`src/rtl/uart_tx_arbiter_pkg.sv`:
```
// Shared types for the UART transmit arbiter: FSM states, byte type and word sizing.
package uart_tx_arbiter_pkg;

   typedef enum logic [2:0] {
      IDLE,
      LOAD,
      START,
      WAIT_HI,
      WAIT_LO,
      NEXT
   } tx_arb_state_t;

   typedef logic [7:0] byte_t;

   function automatic int nbytes(input int dataW);
      return dataW / 8;
   endfunction

endpackage

```
`src/rtl/uart_tx_arbiter_if.sv`:
```
// Requester-side and transmitter-side signals of the UART transmit arbiter.
// The master modport is the arbiter; slave is the surrounding logic.
interface uart_tx_arbiter_if
   import uart_tx_arbiter_pkg::*;
#(
   parameter int N_REQ  = 4,
   parameter int DATA_W = 16
);

   localparam int GW = (N_REQ > 1) ? $clog2(N_REQ) : 1;

   logic [N_REQ-1:0]        req;
   logic [N_REQ*DATA_W-1:0] req_data;
   logic [N_REQ-1:0]        req_ack;
   logic                    tx_busy;
   logic                    tx_start;
   byte_t                   tx_data;
   logic [GW-1:0]           grant_id;
   logic                    active;

   modport master (
      input  req, req_data, tx_busy,
      output req_ack, tx_start, tx_data, grant_id, active
   );

   modport slave (
      output req, req_data, tx_busy,
      input  req_ack, tx_start, tx_data, grant_id, active
   );

endinterface

```
`src/rtl/uart_tx_arbiter_rr_arbiter.sv`:
```
// Combinational round-robin picker: first set request after ptr_i, wrapping modulo N.
module rr_arbiter #(
   parameter int N = 4,
   parameter int W = (N > 1) ? $clog2(N) : 1
) (
   input  logic [N-1:0] req_i,
   input  logic [W-1:0] ptr_i,
   output logic [N-1:0] grant_o,
   output logic [W-1:0] idx_o,
   output logic         any_o
);

   logic [W-1:0] cand;

   always_comb begin
      grant_o = '0;
      idx_o   = '0;
      any_o   = 1'b0;
      cand    = '0;
      for (int k = 1; k <= N; k++) begin
         cand = W'((int'(ptr_i) + k) % N);
         if (!any_o && req_i[cand]) begin
            any_o         = 1'b1;
            grant_o[cand] = 1'b1;
            idx_o         = cand;
         end
      end
   end

endmodule

```
`src/rtl/uart_tx_arbiter.sv`:
```
// Shares one byte-wide UART transmitter between N_REQ word sources; grants
// round-robin, latches the word and sends it byte by byte.
module uart_tx_arbiter
   import uart_tx_arbiter_pkg::*;
#(
   parameter int N_REQ     = 4,
   parameter int DATA_W    = 16,
   parameter bit MSB_FIRST = 1'b1,
   parameter int BUSY_TO   = 7
) (
   input  logic               clk_i,
   input  logic               rst_ni,
   uart_tx_arbiter_if.master  bus
);

   localparam int NB = nbytes(DATA_W);
   localparam int GW = (N_REQ > 1) ? $clog2(N_REQ) : 1;
   localparam int CW = (NB > 1) ? $clog2(NB) : 1;
   localparam int TW = $clog2(BUSY_TO + 1);

   tx_arb_state_t     state_q;
   logic [DATA_W-1:0] shift_q;
   logic [CW-1:0]     byteCnt_q;
   logic [TW-1:0]     toCnt_q;
   logic [GW-1:0]     rrPtr_q;
   logic [GW-1:0]     grantId_q;
   logic [N_REQ-1:0]  reqAck_q;
   logic              txStart_q;
   byte_t             txData_q;
   logic              active_q;

   logic [N_REQ-1:0]  winOneHot;
   logic [GW-1:0]     winIdx;
   logic              winAny;
   logic [DATA_W-1:0] winWord;
   byte_t             nextByte;

   rr_arbiter #(.N(N_REQ), .W(GW)) u_rr (
      .req_i   (bus.req),
      .ptr_i   (rrPtr_q),
      .grant_o (winOneHot),
      .idx_o   (winIdx),
      .any_o   (winAny)
   );

   always_comb begin
      winWord = '0;
      for (int i = 0; i < N_REQ; i++) begin
         if (winOneHot[i]) winWord = bus.req_data[i*DATA_W +: DATA_W];
      end
   end

   // The outgoing byte always sits at one end of the shift register.
   assign nextByte = MSB_FIRST ? shift_q[DATA_W-1 -: 8] : shift_q[7:0];

   always_ff @(posedge clk_i or negedge rst_ni) begin
      if (!rst_ni) begin
         state_q   <= IDLE;
         shift_q   <= '0;
         byteCnt_q <= '0;
         toCnt_q   <= '0;
         rrPtr_q   <= GW'(N_REQ - 1);
         grantId_q <= '0;
         reqAck_q  <= '0;
         txStart_q <= 1'b0;
         txData_q  <= '0;
         active_q  <= 1'b0;
      end else begin
         reqAck_q  <= '0;
         txStart_q <= 1'b0;
         unique case (state_q)
            IDLE: begin
               if (winAny) begin
                  shift_q   <= winWord;
                  grantId_q <= winIdx;
                  rrPtr_q   <= winIdx;
                  reqAck_q  <= winOneHot;
                  active_q  <= 1'b1;
                  byteCnt_q <= '0;
                  state_q   <= LOAD;
               end
            end
            LOAD: begin
               if (!bus.tx_busy) begin
                  txData_q  <= nextByte;
                  txStart_q <= 1'b1;
                  state_q   <= START;
               end
            end
            START: begin
               toCnt_q <= '0;
               state_q <= WAIT_HI;
            end
            WAIT_HI: begin
               if (bus.tx_busy) begin
                  state_q <= WAIT_LO;
               end else if (toCnt_q == TW'(BUSY_TO - 1)) begin
                  state_q <= NEXT;
               end else begin
                  toCnt_q <= toCnt_q + 1'b1;
               end
            end
            WAIT_LO: begin
               if (!bus.tx_busy) state_q <= NEXT;
            end
            NEXT: begin
               if (byteCnt_q == CW'(NB - 1)) begin
                  active_q <= 1'b0;
                  state_q  <= IDLE;
               end else begin
                  byteCnt_q <= byteCnt_q + 1'b1;
                  shift_q   <= MSB_FIRST ? (shift_q << 8) : (shift_q >> 8);
                  state_q   <= LOAD;
               end
            end
            default: state_q <= IDLE;
         endcase
      end
   end

   assign bus.req_ack  = reqAck_q;
   assign bus.tx_start = txStart_q;
   assign bus.tx_data  = txData_q;
   assign bus.grant_id = grantId_q;
   assign bus.active   = active_q;

endmodule

```
`src/flat_wrapper.sv`:
```
// flat-port wrapper written by rule: the top's interface ports become plain ports
module uart_tx_arbiter_flat import uart_tx_arbiter_pkg::*;
#(
   parameter int N_REQ     = 4,
   parameter int DATA_W    = 16,
   parameter bit MSB_FIRST = 1'b1,
   parameter int BUSY_TO   = 7
)
  (clk_i, rst_ni, bus_req, bus_req_data, bus_tx_busy, bus_req_ack, bus_tx_start, bus_tx_data, bus_grant_id, bus_active);
  uart_tx_arbiter_if #(.N_REQ(N_REQ), .DATA_W(DATA_W)) bus_i ();
  input  logic clk_i;
  input  logic rst_ni;
  input wire logic [$bits(bus_i.req)-1:0] bus_req;
  input wire logic [$bits(bus_i.req_data)-1:0] bus_req_data;
  input wire logic [$bits(bus_i.tx_busy)-1:0] bus_tx_busy;
  output wire logic [$bits(bus_i.req_ack)-1:0] bus_req_ack;
  output wire logic [$bits(bus_i.tx_start)-1:0] bus_tx_start;
  output wire logic [$bits(bus_i.tx_data)-1:0] bus_tx_data;
  output wire logic [$bits(bus_i.grant_id)-1:0] bus_grant_id;
  output wire logic [$bits(bus_i.active)-1:0] bus_active;
  assign bus_i.req = bus_req;
  assign bus_i.req_data = bus_req_data;
  assign bus_i.tx_busy = bus_tx_busy;
  assign bus_req_ack = bus_i.req_ack;
  assign bus_tx_start = bus_i.tx_start;
  assign bus_tx_data = bus_i.tx_data;
  assign bus_grant_id = bus_i.grant_id;
  assign bus_active = bus_i.active;
  uart_tx_arbiter #(.N_REQ(N_REQ), .DATA_W(DATA_W), .MSB_FIRST(MSB_FIRST), .BUSY_TO(BUSY_TO)) u_core (.clk_i(clk_i), .rst_ni(rst_ni), .bus(bus_i));
endmodule
```
`config.mk`:
```
export PLATFORM = sky130hd
export DESIGN_NAME = uart_tx_arbiter_flat
export DESIGN_NICKNAME = d
export VERILOG_FILES = /design/src/rtl/uart_tx_arbiter_pkg.sv /design/src/rtl/uart_tx_arbiter_if.sv /design/src/rtl/uart_tx_arbiter_rr_arbiter.sv /design/src/rtl/uart_tx_arbiter.sv /design/src/flat_wrapper.sv
export SDC_FILE = /design/constraint.sdc
export NUM_CORES = 1
export LEC_CHECK = 0
export CORE_UTILIZATION = 42
export CTS_CLUSTER_DIAMETER = 200
export DETAILED_ROUTE_END_ITERATION = 10
export PLACE_DENSITY = 0.74
export SLEW_MARGIN = 15
export SYNTH_ARGS = -nofsm -noshare
export SYNTH_HDL_FRONTEND = slang
export SYNTH_SLANG_ARGS = --single-unit
```
`constraint.sdc`:
```
create_clock -name clk_i -period 3.2 [get_ports clk_i]
set_input_delay 0.96 -clock clk_i [delete_from_list [all_inputs] [get_ports clk_i]]
set_output_delay 0.96 -clock clk_i [all_outputs]
set_load 0.03 [all_outputs]
```
=== Word-level counts from Yosys, hierarchy flattened ===
Cells that the tools add are included.
Widths: inputs -> output; s select.

* Register bits: 41
* Input bits: 71
* Logic and storage cells: 117
* Output and inout port bits: 16

* Bitwise logic cells: 4
* Equal/unequal tests: 14
* Order comparisons: 8
* Reductions and logical operators: 20
* Add/subtract/negate cells: 6
* Muxes and demuxes: 55

{| class="wikitable"
|+ Operator list
! kind !! number
|-
| $mux 16 || 6
|-
| $pmux 16 s2 || 1
|-
| $mux 4 || 6
|-
| $mux 3 || 7
|-
| $mux 1 || 19
|-
| $pmux 3 s6 || 1
|-
| $lt 2x3->1 const B || 4
|-
| $ne 2x2->1 const B || 6
|-
| $or 4x4->4 || 3
|-
| $eq 3x3->1 const B || 3
|-
| $reduce_and 3->1 || 3
|-
| $bmux 1 s2 || 4
|-
| $demux 1 s2 || 4
|-
| $ge 2x1->1 const B || 4
|-
| $mux 2 || 4
|-
| $logic_and 1x1->1 || 7
|-
| $eq 3x2->1 const B || 2
|-
| $pmux 3 s2 || 1
|-
| $reduce_and 2->1 || 3
|-
| $add 2x1->2 const B || 2
|-
| $add 2x2->2 const B || 2
|-
| $pmux 1 s2 || 2
|-
| $reduce_and 4->1 || 1
|-
| $reduce_bool 2->1 || 2
|-
| other kinds (8) || 10
|}

=== Logic depth before layout (Yosys ltp) ===
Gate-level depths: netlist of run 1.

* Depth in word-level cells: 19
* Mapped depth: 11
* Depth with buffers taken out: 8

=== Cells and area by module ===
A second synthesis of run 1 with hierarchy kept.

* Cell total of the unflattened synthesis: 283
* Area, all modules: 2,738.9 µm²

{| class="wikitable"
|+ Modules (own cells, without submodules)
! module !! sequential area each (µm²) !! area an instance (µm²) !! times used !! cells each
|-
| uart_tx_arbiter || 1,028.5 || 2,213.4 || 1 || 215
|-
| rr_arbiter || 0.0 || 525.5 || 1 || 68
|}

=== Least setup slack after synthesis of run 1 ===
Ideal clock, no wire load.

* Path type: flip-flop to flip-flop
* Start point: reg u_core.rrPtr_q[0]
* End point: reg u_core.shift_q[1]
* Data required time: 3,108 ps
* Arrival: 3,069 ps
* Clock period less this slack: 3,161 ps
* Setup time: 92 ps
* Stages on the path, launching flop included: 12
* Path buffers: 3
* Slack: 39 ps
* Cells stage by stage: dfstp_2 -> buf_2 -> inv_1 -> ha_1 -> mux4_1 -> nand3b_1 -> a2bb2oi_1 -> or2_1 -> buf_6 -> or3_1 -> buf_6 -> o31ai_2

* Cells in the longest elaborated chain, start to end: 19
* Elaborated cells between the ends (all ways): 57
* Those cells by class: 4 x add/sub; 8 x order compare; 1 x eq/ne; 30 x mux; 3 x bitwise; 11 x reduce/logical

{| class="wikitable"
|+ RTL lines
! element !! RTL line !! source
|-
| from (decl) || uart_tx_arbiter.sv:25 || <nowiki>logic [GW-1:0] rrPtr_q;</nowiki>
|-
| from (signal assigned) || uart_tx_arbiter.sv:62 || <nowiki>rrPtr_q <= GW'(N_REQ - 1);</nowiki>
|-
| from (signal assigned) || uart_tx_arbiter.sv:76 || <nowiki>rrPtr_q <= winIdx;</nowiki>
|-
| parallel branches: the longest is 19 deep, another holds $lt 2x3->1 || -- ||
|-
| to (signal assigned) || uart_tx_arbiter.sv:74 || <nowiki>shift_q <= winWord;</nowiki>
|-
| to (signal assigned) || uart_tx_arbiter.sv:112 || <nowiki>shift_q <= MSB_FIRST ? (shift_q << 8) : (shift_q >> 8);</nowiki>
|-
| to (decl) || uart_tx_arbiter.sv:22 || <nowiki>logic [DATA_W-1:0] shift_q;</nowiki>
|}

Several ways; the timed one is not identified. The select of a mux whose other input is x is not followed.
A chain may end at the register's enable or synchronous reset.

=== Final worst setup path of run 1 ===
* Start point: in bus_req[2]
* End point: reg u_core.shift_q[15]

* Cells in the longest elaborated chain, start to end: 18
* Elaborated cells between the ends (all ways): 33
* Those cells by class: 1 x eq/ne; 22 x mux; 3 x bitwise; 7 x reduce/logical

{| class="wikitable"
|+ RTL lines
! element !! RTL line !! source
|-
| from (decl) || flat_wrapper.sv:13 || <nowiki>input wire logic [$bits(bus_i.req)-1:0] bus_req;</nowiki>
|-
| $bmux 1 s2 || uart_tx_arbiter_rr_arbiter.sv:22 || <nowiki>if (!any_o && req_i[cand]) begin</nowiki>
|-
| $mux 1 (not written as such) || uart_tx_arbiter_rr_arbiter.sv:22 ||
|-
| $mux 1 || uart_tx_arbiter_rr_arbiter.sv:22 ||
|-
| $logic_not 1->1 || uart_tx_arbiter_rr_arbiter.sv:22 ||
|-
| $logic_and 1x1->1 || uart_tx_arbiter_rr_arbiter.sv:22 ||
|-
| $mux 1 || uart_tx_arbiter_rr_arbiter.sv:22 ||
|-
| $logic_not 1->1 || uart_tx_arbiter_rr_arbiter.sv:22 ||
|-
| $logic_and 1x1->1 || uart_tx_arbiter_rr_arbiter.sv:22 ||
|-
| $mux 1 || uart_tx_arbiter_rr_arbiter.sv:22 ||
|-
| $logic_not 1->1 || uart_tx_arbiter_rr_arbiter.sv:22 ||
|-
| $logic_and 1x1->1 || uart_tx_arbiter_rr_arbiter.sv:22 ||
|-
| $mux 4 || uart_tx_arbiter_rr_arbiter.sv:22 ||
|-
| $mux 16 (4 in series) || uart_tx_arbiter.sv:49 || <nowiki>if (winOneHot[i]) winWord = bus.req_data[i*DATA_W +: DATA_W];</nowiki>
|-
| $mux 16 || uart_tx_arbiter.sv:73 || <nowiki>if (winAny) begin</nowiki>
|-
| $pmux 16 s2 || uart_tx_arbiter.sv:71 || <nowiki>unique case (state_q)</nowiki>
|}

Parallel ways exist; a longest one is shown, timed or not. The select of a mux whose other input is x is not followed.

==> impl_metrics.json, run 1 <==
{
  "synth_area_leaders": "dfrtp_1 (36%), a221oi_1 (5.9%), o32ai_2 (4.9%)",
  "insertedDiodeCount": 0,
  "rsz0062_at_grt": "no",
  "ant_nets": 0,
  "pwr-share-clk": 0.094,
  "drt_iter0_markers": 256,
  "dp_cells": 431,
  "syn_inst": 258,
  "syn_nets": 339,
  "timing.hold.ws_ps": 501,
  "post-synth-top-count-cell": "dfrtp_1",
  "via_per_inst": 5.98,
  "cap_violations": 0,
  "fin_crit_ps": 2960,
  "wire_per_inst_um": 18.2,
  "setup_viol": 0,
  "ir_drop_v": 0.000473,
  "pin_count": 87,
  "fp.dieArea_sq_um": 6690,
  "cp_slowest_stage_delay_ps": 490,
  "pwr_density_cell_nw_per_um2": 1150,
  "cts_tree": "yes",
  "synth_common_cells": "dfrtp_1 (39), nor2_1 (25), nand2_1 (23)",
  "min_path_type": "register to register",
  "crit_chain": "dlymetal6s2s_1 > or3b_4 > a2111oi_4 > buf_4 > o21a_1 > or2_1 > buf_4 > a31oi_1 > o32ai_2",
  "worst-path-buf-inv": 3,
  "synth_enable_flop_cells": 0,
  "gp_congestion": 0.798,
  "final_cells": 442,
  "core_area_sq_um": 6030,
  "yosysSeqAreaShare": 0.384,
  "cts.clk_slew.worst_paths_ps": 80,
  "grt_usage": 0.239,
  "cts-root-buf": "clkbuf_8",
  "grt_pass1_vias": 2470,
  "max_freq_mhz": 338,
  "drv_slew": 0,
  "power.internal_uw": 2510,
  "routed_wl_um": 8020,
  "cp_max_fo": 16,
  "period_share": 0.925,
  "fp-row-count": 28,
  "p_sw_uw": 2090,
  "power_frac_comb": 0.699,
  "end_kind": "register",
  "status": "complete, no violations",
  "dr.pass1.iters": 5,
  "synthArstFlopShare": 1.00,
  "initial_core_util": 0.444,
  "hold_viol": 0,
  "clk_latency_ps": 300,
  "netlist.area_leader.share": 0.365,
  "dpl.hpwl_um": 5890,
  "synthDistinctLibCells": 48,
  "utilization": 0.662,
  "p_leak_uw": 0.00163,
  "grt_max_degree": 42,
  "critical_path.top_delay_family": "compound AO/OA/AOI/OAI gates",
  "cts_sinks": 41,
  "syn-cell-area_sq_um": 2680,
  "grt_first_pass_wirelength_um": 12000,
  "die_w_um": 81.8,
  "crit_arrival_ps": 3160,
  "final.setup_skew_ps": 4.56,
  "ys_warn_count": 0,
  "power_frac_seq": 0.207,
  "p_sw_frac": 0.454,
  "htreeDepth": 2,
  "synth_seq_cells": 41,
  "avgSynthCellArea_sq_um": 10.4,
  "die_h_um": 81.8,
  "path_common_cell": "buf_4",
  "tightest_slew_ps": 910,
  "drc": 0,
  "via_count": 2642,
  "overflow": 0,
  "cts_max_path_buffers": 2,
  "grt_antenna_before_repair": 0,
  "io_buffers": 86,
  "finalNetCount": 447,
  "syn_to_final_growth_pct": 49.2,
  "start_kind": "input pin",
  "hold_buffers": 0,
  "yosysTopAreaCell": "dfrtp_1",
  "drive_gt1_frac": 0.243,
  "slew_headroom": 0.393,
  "worst_ep_required_time_ps": 3400,
  "critical_path_class": "input pin to register",
  "total_power_uw": 4610,
  "synth_flop_cell": "dfrtp_1",
  "slowest_stage": "a2111oi_4",
  "cts_buffers": 5
}
routing by layer:
| metal | global-route usage | vias up | part of all wire |
|---|---|---|---|
| li1 | - | 1218 | - |
| met1 | 0.345 | 1264 | 0.45 |
| met2 | 0.370 | 146 | 0.45 |
| met3 | 0.0344 | 14 | 0.087 |
| met4 | 0.0702 | 0 | 0.016 |
| met5 | 0 | - | 0 |
worst reg2reg max path, stage by stage (launching register included):
cell	delay, ps
dfstp_2	540
inv_1	100
ha_1	360
mux4_1	630
buf_4	170
nand3b_1	70
o2bb2ai_1	200
a211oi_4	120
buf_4	200
a221oi_1	320
o32ai_2	120
state kept, by name (all words and copies together), names as in the netlist:
name	count
u_core.shift_q	16
u_core.bus.tx_data	8
u_core.bus.req_ack	4
u_core.state_q	3
u_core.toCnt_q	3
u_core.bus.grant_id	2
u_core.rrPtr_q	2
u_core.bus.active	1
u_core.bus.tx_start	1
u_core.byteCnt_q	1
metrics by stage:
| step | TNS, ps | area, sq um | worst slack (ps) |
|---|---|---|---|
| 4_1_cts | 0 | 3890 | 1.33 |
| 3_3_place_gp | -3620 | 3760 | -251 |
| 5_1_grt | 0 | 3990 | 106 |
| 2_1_floorplan | 0 | 2680 | 39.1 |
| 6_report | 0 | 3990 | 241 |
| 3_5_place_dp | -5110 | 3760 | -343 |
kinds of logic (layout without fill, tap and decap cells):
| kind of cell | count (synthesis) | in the layout | synth area share |
|---|---|---|---|
| xor+xnor | 3 | 3 | 0.00982 |
| fa+ha+maj | 10 | 10 | 0.0468 |
| compound gates | 89 | 89 | 0.298 |
| simple gates | 74 | 74 | 0.137 |
| flops | 41 | 41 | 0.384 |
| buf+inv | 25 | 133 | 0.0440 |
| mux | 16 | 17 | 0.0805 |
layout by cell type, fill, tap and decap left out, drive strengths merged, types with 3 or more instances in the layout:
master / Yosys / layout
clkdlybuf4s50: 0 / 81
dfrtp: 39 / 39
buf: 9 / 34
nor2: 25 / 25
nand2: 23 / 23
a221oi: 18 / 18
mux2: 11 / 11
a21oi: 11 / 11
ha: 10 / 10
o22ai: 9 / 9
a32oi: 8 / 8
o31ai: 8 / 8
a31oi: 8 / 8
o32ai: 8 / 8
nand3b: 7 / 7
clkbuf: 10 / 7
inv: 6 / 6
o21a: 5 / 5
nor3: 4 / 4
dlymetal6s2s: 0 / 4
mux4: 3 / 4
o21ai: 3 / 3
and2: 3 / 3
or2: 3 / 3
final timing paths:
path | start | end | slack [ps] | cells after the start
setup / recovery | bus_req[2] | u_core.shift_q[15] | 240 | 9
hold / removal | u_core.bus.grant_id[1] | u_core.bus.grant_id[1] | 500 | 1
setup reg to reg | u_core.rrPtr_q[0] | u_core.shift_q[13] | 260 | 10
hold reg to reg | u_core.bus.grant_id[1] | u_core.bus.grant_id[1] | 500 | 1
max in group asynchronous | rst_ni | u_core.bus.tx_data[3] | 1840 | 1
min in group asynchronous | rst_ni | u_core.bus.tx_start | 790 | 1
area by class of cell:
| type | count | area (sq um) |
|---|---|---|
| clock buffer | 7 | 86.3 |
| clock inverter | 1 | 30.0 |
| fill | 476 | 2030 |
| inverter | 6 | 22.5 |
| multi-input combinational | 193 | 1620 |
| sequential | 41 | 1030 |
| tap | 75 | 93.8 |
| timing repair buffer | 119 | 1110 |
power by group through the flow:
| stage | logic, uW | registers, uW | clock network (uW) |
|---|---|---|---|
| 2_1_floorplan | 1870 | 1100 | 0 |
| 3_3_place_gp | 2890 | 948 | 0 |
| 3_5_place_dp | 2960 | 957 | 0 |
| 4_1_cts | 3000 | 948 | 435 |
| 5_1_grt | 3470 | 984 | 449 |
| 6_report | 3220 | 954 | 434 |
repair_timing:
| action | CTS | global route |
|---|---|---|
| setup buffers | 0 | 2 |
| setup endpoints to repair | 10 | 16 |
| cloned | 0 | 1 |
| gates resized for setup | 2 | 15 |
| pin swaps | 0 | 3 |
Power figures use the tool's default switching activity.
==> inputs of run 2 (changes only) <==
Settings changed: CAP_MARGIN set to 15, CELL_PAD_IN_SITES_DETAIL_PLACEMENT set to 0, CELL_PAD_IN_SITES_GLOBAL_PLACEMENT set to 1, CORE_UTILIZATION 42 to 32, CTS_CLUSTER_DIAMETER 200 to 40.
==> run 2 against run 1 <==
  * Worst setup slack better by 60 ps
  * Final cell count grew 4.8%
  * Final area down 2.0%
  * Non-clock buffer count down 5
  * Clock-buffer cell count up 1
  * Clock skew rose by 4.3 ps
  * Die area rose by 30%
  * Clock power fell by 24%
  * Critical endpoint is now u_core.shift_q[1]
  * Largest cell class unchanged
  * Largest power group unchanged
==> impl_metrics.json, run 2 (synthesis gave the netlist of run 1 again) <==
{
  "grt_antenna_before_repair": 0,
  "htreeDepth": 2,
  "pwr-share-clk": 0.075,
  "p_leak_uw": 0.00157,
  "worst_ep_required_time_ps": 3400,
  "final_area_sq_um": 3910,
  "via_per_inst": 5.45,
  "min_path_cells": 1,
  "ir_drop_v": 0.000614,
  "drive_gt1_frac": 0.202,
  "crit_arrival_ps": 3100,
  "p_sw_uw": 2030,
  "syn_to_final_growth_pct": 46.2,
  "utilization": 0.496,
  "start_kind": "register",
  "initial_core_util": 0.339,
  "mostFrequentLayoutCells": "clkdlybuf4s50_1 (81), dfrtp_1 (39), nor2_1 (25)",
  "drt_iter0_markers": 115,
  "clk_latency_ps": 300,
  "wire_per_inst_um": 17.2,
  "grt_usage": 0.185,
  "grt_pass1_vias": 2424,
  "dr.pass1.iters": 4,
  "cts.clk_slew.worst_paths_ps": 80,
  "r2r_cells": 9,
  "pwr_density_cell_nw_per_um2": 1130,
  "grt_max_degree": 42,
  "cts-root-buf": "clkbuf_8",
  "tightest_slew_ps": 944,
  "layout_commonest_cell": "clkdlybuf4s50_1",
  "io_buffers": 86,
  "cts_buffers": 5,
  "drv_slew": 0,
  "max_freq_mhz": 345,
  "gp_congestion": 0.831,
  "setup_viol": 0,
  "overflow": 0,
  "slew_headroom": 0.371,
  "power_frac_comb": 0.711,
  "hold_start": "u_core.bus.grant_id[1]",
  "power_frac_seq": 0.215,
  "hold_viol": 0,
  "end_kind": "register",
  "critical_path_class": "register to register",
  "hold_buffers": 0,
  "cts_max_path_buffers": 2,
  "grt_first_pass_wirelength_um": 12500,
  "rsz0062_at_grt": "no",
  "drc": 0,
  "pin_count": 87,
  "r2r-end": "u_core.shift_q[1]",
  "cts_sinks": 41,
  "reg2reg_from": "u_core.rrPtr_q[0]",
  "core_area_sq_um": 7890,
  "p_sw_frac": 0.459,
  "final.setup_skew_ps": 8.88,
  "top_register": "u_core.shift_q",
  "cp_max_fo": 8,
  "routed_wl_um": 7950,
  "die_w_um": 93.4,
  "die_h_um": 93.4,
  "fp-row-count": 32,
  "status": "complete, no violations",
  "insertedDiodeCount": 0,
  "ant_nets": 0,
  "reg2reg_slack_ps": 300,
  "cap_violations": 0,
  "place_area_sq_um": 3800,
  "min_path_type": "register to register",
  "period_share": 0.906,
  "finalNetCount": 441,
  "timing.hold.ws_ps": 491,
  "via_count": 2525,
  "total_power_uw": 4430,
  "hold_end": "u_core.bus.grant_id[1]",
  "power.internal_uw": 2400,
  "cts_tree": "yes",
  "largest_reg_flops": 16,
  "fin_crit_ps": 2900,
  "dpl.hpwl_um": 5910,
  "fp.dieArea_sq_um": 8730
}
[run 2: changes by cell type in the layout (fill, tap and decap cells not counted), moves of 2 or more]
cell	delta
buf_4	-9
mux4_1	-2
clkbuf_1	+2
a221oi_2	-7
a221oi_1	+7
buf_12	+3
[run 2: how the worst max path moves through the flow]
| stage | start | endpoint | cells past startpoint | slack [ps] |
|---|---|---|---|---|
| 4_1_cts | bus_req[3] | u_core.shift_q[1] | 8 | 0.2 |
| 3_5_place_dp | bus_req[3] | u_core.shift_q[0] | 8 | -340 |
| 3_3_place_gp | bus_req[3] | u_core.shift_q[0] | 8 | -310 |
| 6_report | u_core.rrPtr_q[0] | u_core.shift_q[1] | 9 | 300 |
| 5_1_grt | u_core.rrPtr_q[0] | u_core.shift_q[1] | 9 | 160 |
| 2_1_floorplan | u_core.rrPtr_q[0] | u_core.shift_q[1] | 11 | 40 |
[run 2: critical path: stages, from the launching register on]
cell,delay [ps]
dfstp_2,530
inv_1,90
ha_1,360
mux4_2,570
nand3b_1,110
a2bb2oi_1,80
or2_4,280
or3_1,320
buf_4,190
o31ai_2,260
[run 2: final cells by class]
type                    instances  area, sq um
clock buffers                   8         80.1
repair buffers                114         1120
inverters                       6         22.5
fillers                       724         3980
well taps                     102          128
flip-flops and latches         41         1030
multi-input cells             192         1530
[run 2: metrics by stage]
stage / TNS [ps] / worst slack [ps] / instances
detailed placement: -4450 / -336 / 453
finish: 0 / 302 / 463
floorplan: 0 / 39.1 / 258
global placement: -3910 / -309 / 453
global route: 0 / 159 / 463
CTS: 0 / 0.151 / 461
[run 2: what timing repair did]
action                     4_1_cts  5_1_grt
setup endpoints to repair        1       16
hold endpoints to repair         0        0
resized for setup                1        7
pin swaps                        0        1
buffers inserted                 0        2
[run 2: power by group through the flow]
stage          clock (uW)  combinational [uW]  sequential [uW]
5_1_grt               353                3410              987
3_3_place_gp            0                3040              956
6_report              330                3150              951
4_1_cts               340                3120              952
2_1_floorplan           0                1870             1100
3_5_place_dp            0                3100              962
[run 2: layer usage]
metal,GRT usage,vias up,wire length (um)
met1,0.268,1229,3770
li1,-,1202,-
met4,0.0500,0,63
met2,0.285,90,3650
met5,0,-,0
met3,0.0276,4,466
==> inputs of run 3 (changes only) <==
Settings changed: RECOVER_POWER set to 50.
==> run 3 against run 2 <==
  * Sequential cell count is the same
  * First-iteration DRC count grew 11%
  * Critical path type unchanged
  * Final cell count is the same
  * Maximum frequency shrank 0.11%
  * Total power shrank 0.27%
  * Highest routed layer unchanged
  * The run now ends with max-capacitance violations, max-slew violations left
  * Sequential power is essentially flat
  * Final area shrank 0.42%
==> impl_metrics.json, run 3 (synthesis gave the netlist of run 1 again) <==
{
  "die_w_um": 93.4,
  "clk_latency_ps": 290,
  "die_h_um": 93.4,
  "end_kind": "register",
  "grt_first_pass_wirelength_um": 12500,
  "htreeDepth": 2,
  "drc": 0,
  "violations": "max-capacitance violations, max-slew violations",
  "reg2reg_from": "u_core.rrPtr_q[0]",
  "fin_crit_ps": 2900,
  "pin_count": 87,
  "hold_buffers": 0,
  "wire_per_inst_um": 17.2,
  "max_freq_mhz": 345,
  "largest_reg_flops": 16,
  "rsz0062_at_grt": "no",
  "endpoint": "u_core.shift_q[1]",
  "fp.dieArea_sq_um": 8730,
  "core_area_sq_um": 7890,
  "period_share": 0.907,
  "via_per_inst": 5.47,
  "insertedDiodeCount": 0,
  "start_kind": "register",
  "final.setup_skew_ps": 7.29,
  "cts_max_path_buffers": 2,
  "min_path_type": "register to register",
  "mostFrequentLayoutCells": "clkdlybuf4s50_1 (79), dfrtp_1 (39), nor2_1 (25)",
  "cts.clk_slew.worst_paths_ps": 80,
  "finalNetCount": 441,
  "grt_pass1_vias": 2424,
  "cts-root-buf": "clkbuf_8",
  "status": "finished with violations",
  "dp_cells": 453,
  "pwr_density_cell_nw_per_um2": 1130,
  "drive_gt1_frac": 0.197,
  "r2r_cells": 9,
  "gp_congestion": 0.831,
  "cts_buffers": 5,
  "via_count": 2532,
  "tightest_slew_ps": 2270,
  "initial_core_util": 0.339,
  "setup_viol": 0,
  "routed_wl_um": 7970,
  "overflow": 0,
  "grt_antenna_before_repair": 0,
  "p_leak_uw": 0.00155,
  "dr.pass1.iters": 4,
  "layout_commonest_cell": "clkdlybuf4s50_1",
  "top_register": "u_core.shift_q",
  "utilization": 0.494,
  "cts_sinks": 41,
  "drt_iter0_markers": 128,
  "drv_slew": 42,
  "reg2reg_slack_ps": 300,
  "dpl.hpwl_um": 5910,
  "cp_max_fo": 8,
  "startpoint": "u_core.rrPtr_q[0]",
  "fill_cells": 730,
  "crit_arrival_ps": 3100,
  "slew_headroom": -0.513,
  "hold_viol": 0,
  "ir_drop_v": 0.000607,
  "ant_nets": 0,
  "final_cells": 463,
  "cts_tree": "yes",
  "grt_max_degree": 42,
  "critical_path_class": "register to register",
  "syn_to_final_growth_pct": 45.6,
  "grt_usage": 0.185,
  "worst_ep_required_time_ps": 3400,
  "cap_violations": 1,
  "fp-row-count": 32,
  "io_buffers": 86,
  "r2r-end": "u_core.shift_q[1]"
}
[run 3: power by group]
part	switching [uW]	internal, uW	total (uW)
Sequential	173	777	949
Combinational	1680	1460	3140
Clock	175	155	330
Total	2030	2390	4420
[run 3: critical path: stages, from the launching register on]
cell       delay [ps]
dfstp_2           530
inv_1              90
ha_1              360
mux4_2            570
nand3b_1          110
a2bb2oi_1          80
or2_4             280
or3_1             320
buf_4             190
o31ai_2           260
[run 3: area by class of cell]
class	count	area, sq um	area share
clock buffers	8	80.1	0.0206
inverters	6	22.5	0.00578
multi-input cells	192	1530	0.392
flip-flops and latches	41	1030	0.264
well taps	102	128	0.0328
repair buffers	114	1110	0.284
[run 3: what timing repair did]
action,4_1_cts,5_1_grt
resized for setup,1,7
pin swaps,0,1
gates cloned,0,0
setup buffers,0,2
setup endpoints to repair,1,16
endpoints found under the hold margin,0,0
[run 3: per-stage QoR]
| stage | total power, uW | worst slack, ps | area [sq um] | TNS [ps] | hold slack, ps |
|---|---|---|---|---|---|
| final | 4420 | 298 | 3890 | 0 | 491 |
| after global routing | 4740 | 108 | 3890 | 0 | 518 |
| after CTS | 4410 | 0.151 | 3880 | 0 | 490 |
| after detailed placement | 4060 | -336 | 3800 | -4450 | 479 |
| after global placement | 3990 | -309 | 3800 | -3910 | 472 |
| after floorplan | 2960 | 39.1 | 2680 | 0 | 448 |
[run 3: how the worst min path moves through the flow]
stage	startpoint	endpoint	depth (start not counted)
floorplan	u_core.byteCnt_q	u_core.bus.active	1
CTS	u_core.byteCnt_q	u_core.bus.active	1
global placement	u_core.bus.grant_id[1]	u_core.bus.grant_id[1]	1
detailed placement	u_core.bus.grant_id[1]	u_core.bus.grant_id[1]	1
global route	u_core.bus.grant_id[1]	u_core.bus.grant_id[1]	1
finish	u_core.bus.grant_id[1]	u_core.bus.grant_id[1]	1
[run 3: layer usage]
metal,routed length (um),GRT usage
met1,3610,0.268
met2,3680,0.285
met3,597,0.0276
met4,84,0.0500
met5,0,0
==> RTL edit, RTL diff (settings of run 1) <==
`MSB_FIRST` is set to 1'b1 in 2 places; all go to 1'b0.
--- a/src/rtl/uart_tx_arbiter.sv
+++ b/src/rtl/uart_tx_arbiter.sv
@@ -6,5 +6,5 @@
    parameter int N_REQ     = 4,
    parameter int DATA_W    = 16,
-   parameter bit MSB_FIRST = 1'b1,
+   parameter bit MSB_FIRST = 1'b0,
    parameter int BUSY_TO   = 7
 ) (
--- a/src/flat_wrapper.sv
+++ b/src/flat_wrapper.sv
@@ -4,5 +4,5 @@
    parameter int N_REQ     = 4,
    parameter int DATA_W    = 16,
-   parameter bit MSB_FIRST = 1'b1,
+   parameter bit MSB_FIRST = 1'b0,
    parameter int BUSY_TO   = 7
 )
Behaviour: not the same (Yosys sat finds a counterexample within 4 cycles, from zero or initial values and one cycle with rst_ni low).
==> RTL edit against run 1 <==
  * The flow now finishes with violations (DRC, setup timing)
  * Power grew 15%
  * Wire length grew 4.2%
  * Setup slack lost 260 ps
  * Area after synthesis grew 6.7%
  * Sequential cell count is the same
  * Synthesized cell count grew 17%
  * Design area grew 8.5%
  * Fmax shrank 8.0%
==> RTL edit: results (changes against run 1) <==
outcome -> finished, violations left
violated checks -> DRC, setup timing
synth top area cells -> dfrtp_1 (34%), a221oi_1 (10%), ha_1 (4.4%)
Largest register FFs -> 16 (unchanged)
Worst Tran Pin Value -> 880.3 ps (-30.14 ps)
RePlAce Congestion -> 0.9085 (+14%)
Reg clk slew, reported paths -> 80 ps (about the same)
Final WS setup -> -14.99 ps (-256.2 ps)
Syn Nets -> 382 (+13%)
asr flop ratio synth -> 100.0% (unchanged)
LEAKAGE -> 1.785 nW (+9.6%)
CP Max Fanout -> 16 (unchanged)
YS warnings -> 0 (unchanged)
Setup Viol. Count Final -> 1 (+1)
CTS resizes -> 3 (+1)
commonest cells in the synthesized netlist -> dfrtp_1 (39), a221oi_1 (33), nor2_1 (27), inv_1 (23), clkbuf_1 (20)
DR vias/cell -> 6.069 (+1.5%)
Setup Buffers After CTS -> 0 (unchanged)
pin count of the biggest net entering global routing -> 42 (unchanged)
CTS Buffer Depth -> 2 (unchanged)
vias in the first global route -> 2750 (+11%)
worst min-delay path class -> register to register
GRT overflow -> 0 (unchanged)
Avg Inst Size Synth -> 9.482 sq um (-8.6%)
Post-Place Cells -> 473 (+9.7%)
sequential share of the synthesized area -> 36.04% (-2.4 points)
Primary FF master, synth -> dfrtp_1
Clock Latency Late Sink -> 300 ps (about the same)
drt first pass iters -> 7 (+2)
# DRC -> 4 (+4)
TritonCTS Buffers -> 5 (unchanged)
worst ir drop on vdd -> 0.8397 mV (+77%)
first-pass GRT wire length -> 13440 microns (+12%)
drt total wl -> 8358 microns (+4.2%)
clk root buf -> clkbuf_8
fraction of layout cells with a size suffix above 1 -> 21.53% (-2.7 points)
Netlist cell types -> 51 (+6.3%)
initial antenna violation count -> 0 (unchanged)
Layout Skew -> 8.399 ps (+3.840 ps)
DR iter-0 viols -> 180 (-30%)
Antenna diodes -> 0 (unchanged)
Biggest register -> u_core.shift_q
fill cell count -> 538 (+13%)
Worst EP arrival -> 3380 ps (+220 ps)
hpwl dp -> 6333 microns (+7.5%)
Non-Filler Instances -> 481 (+8.8%)
H-tree levels -> 2 (unchanged)
GRT Total Usage -> 23.61% (-0.32 points)
DP Area -> 0.004010 sq mm (+6.6%)
port bufs -> 86 (unchanged)
-- RTL edit: cell types whose count changed after synthesis, sizes merged, moves of 4 or more --
| cell | before | now |
|---|---|---|
| a21oi | 11 | 7 |
| a221oi | 18 | 34 |
| a311oi | 0 | 8 |
| a31oi | 8 | 1 |
| clkbuf | 10 | 20 |
| inv | 6 | 23 |
| nand2 | 23 | 9 |
| nand3 | 0 | 4 |
| nand3b | 7 | 0 |
-- RTL edit: final timing paths --
check	start	endpoint	slack, ps	cells past startpoint
min in group asynchronous	rst_ni	u_core.bus.tx_start$_DFF_PN0_	770	1
min reg2reg	u_core.bus.grant_id[1]$_DFFE_PN0P_	u_core.bus.grant_id[1]$_DFFE_PN0P_	510	2
min	u_core.bus.grant_id[1]$_DFFE_PN0P_	u_core.bus.grant_id[1]$_DFFE_PN0P_	510	2
max reg2reg	u_core.rrPtr_q[0]$_DFFE_PN1P_	u_core.shift_q[13]$_DFFE_PN0P_	230	9
max	bus_req[1]	u_core.shift_q[13]$_DFFE_PN0P_	-10	8
max in group asynchronous	rst_ni	u_core.byteCnt_q$_DFFE_PN0P_	1870	1
-- RTL edit: kinds of logic after synthesis --
group	count (synthesis)	synth area share, %
buffers and inverters	52	8.066
multiplexers	16	7.321
AND/OR/NAND/NOR	63	10.70
AO/OA/AOI/OAI	116	32.57
adder cells (fa/ha/maj)	10	4.384
XOR/XNOR	3	0.9208
flip-flops	41	36.04
-- RTL edit: worst max-delay path, cell delays in order --
cell and delay, ps:
clkdlybuf4s50_1 440, buf_4 160, mux4_2 550, a221o_1 410, a22o_1 220, buf_12 160
a221oi_1 330, o31ai_1 140
-- RTL edit: area by class of cell --
cell class	count	area, sq um	share of cell area (%)
tap	77	96.34	2.224
clock inverter	3	65.06	1.502
sequential	41	1028	23.74
clock buffer	5	68.82	1.589
multi-input combinational	208	1773	40.93
inverter	23	86.33	1.993
timing repair buffer	124	1214	28.02
-- RTL edit: where the power goes --
group          switching, mW  internal, mW  total, mW
sequential             0.206         0.779      0.985
clock                  0.175         0.310      0.485
combinational           2.04          1.77       3.81
total                   2.42          2.86       5.28
-- RTL edit: stage by stage --
stage               util [%]  TNS (ps)  setup WS, ps
global placement       62.09     -3849        -386.2
finish                 67.07    -14.99        -14.99
CTS                    64.43         0         2.665
global route           67.07    -68.40        -66.06
detailed placement     62.09     -4809        -383.3
floorplan                  -         0         11.79
-- RTL edit: per-layer routing --
layer | vias up | wire (microns) | GRT usage [%]
li1 | 1387 | - | -
met1 | 1416 | 3644 | 33.06
met2 | 103 | 4060 | 38.97
met3 | 13 | 512 | 2.360
met4 | 0 | 141 | 6.934
met5 | - | 0 | 0
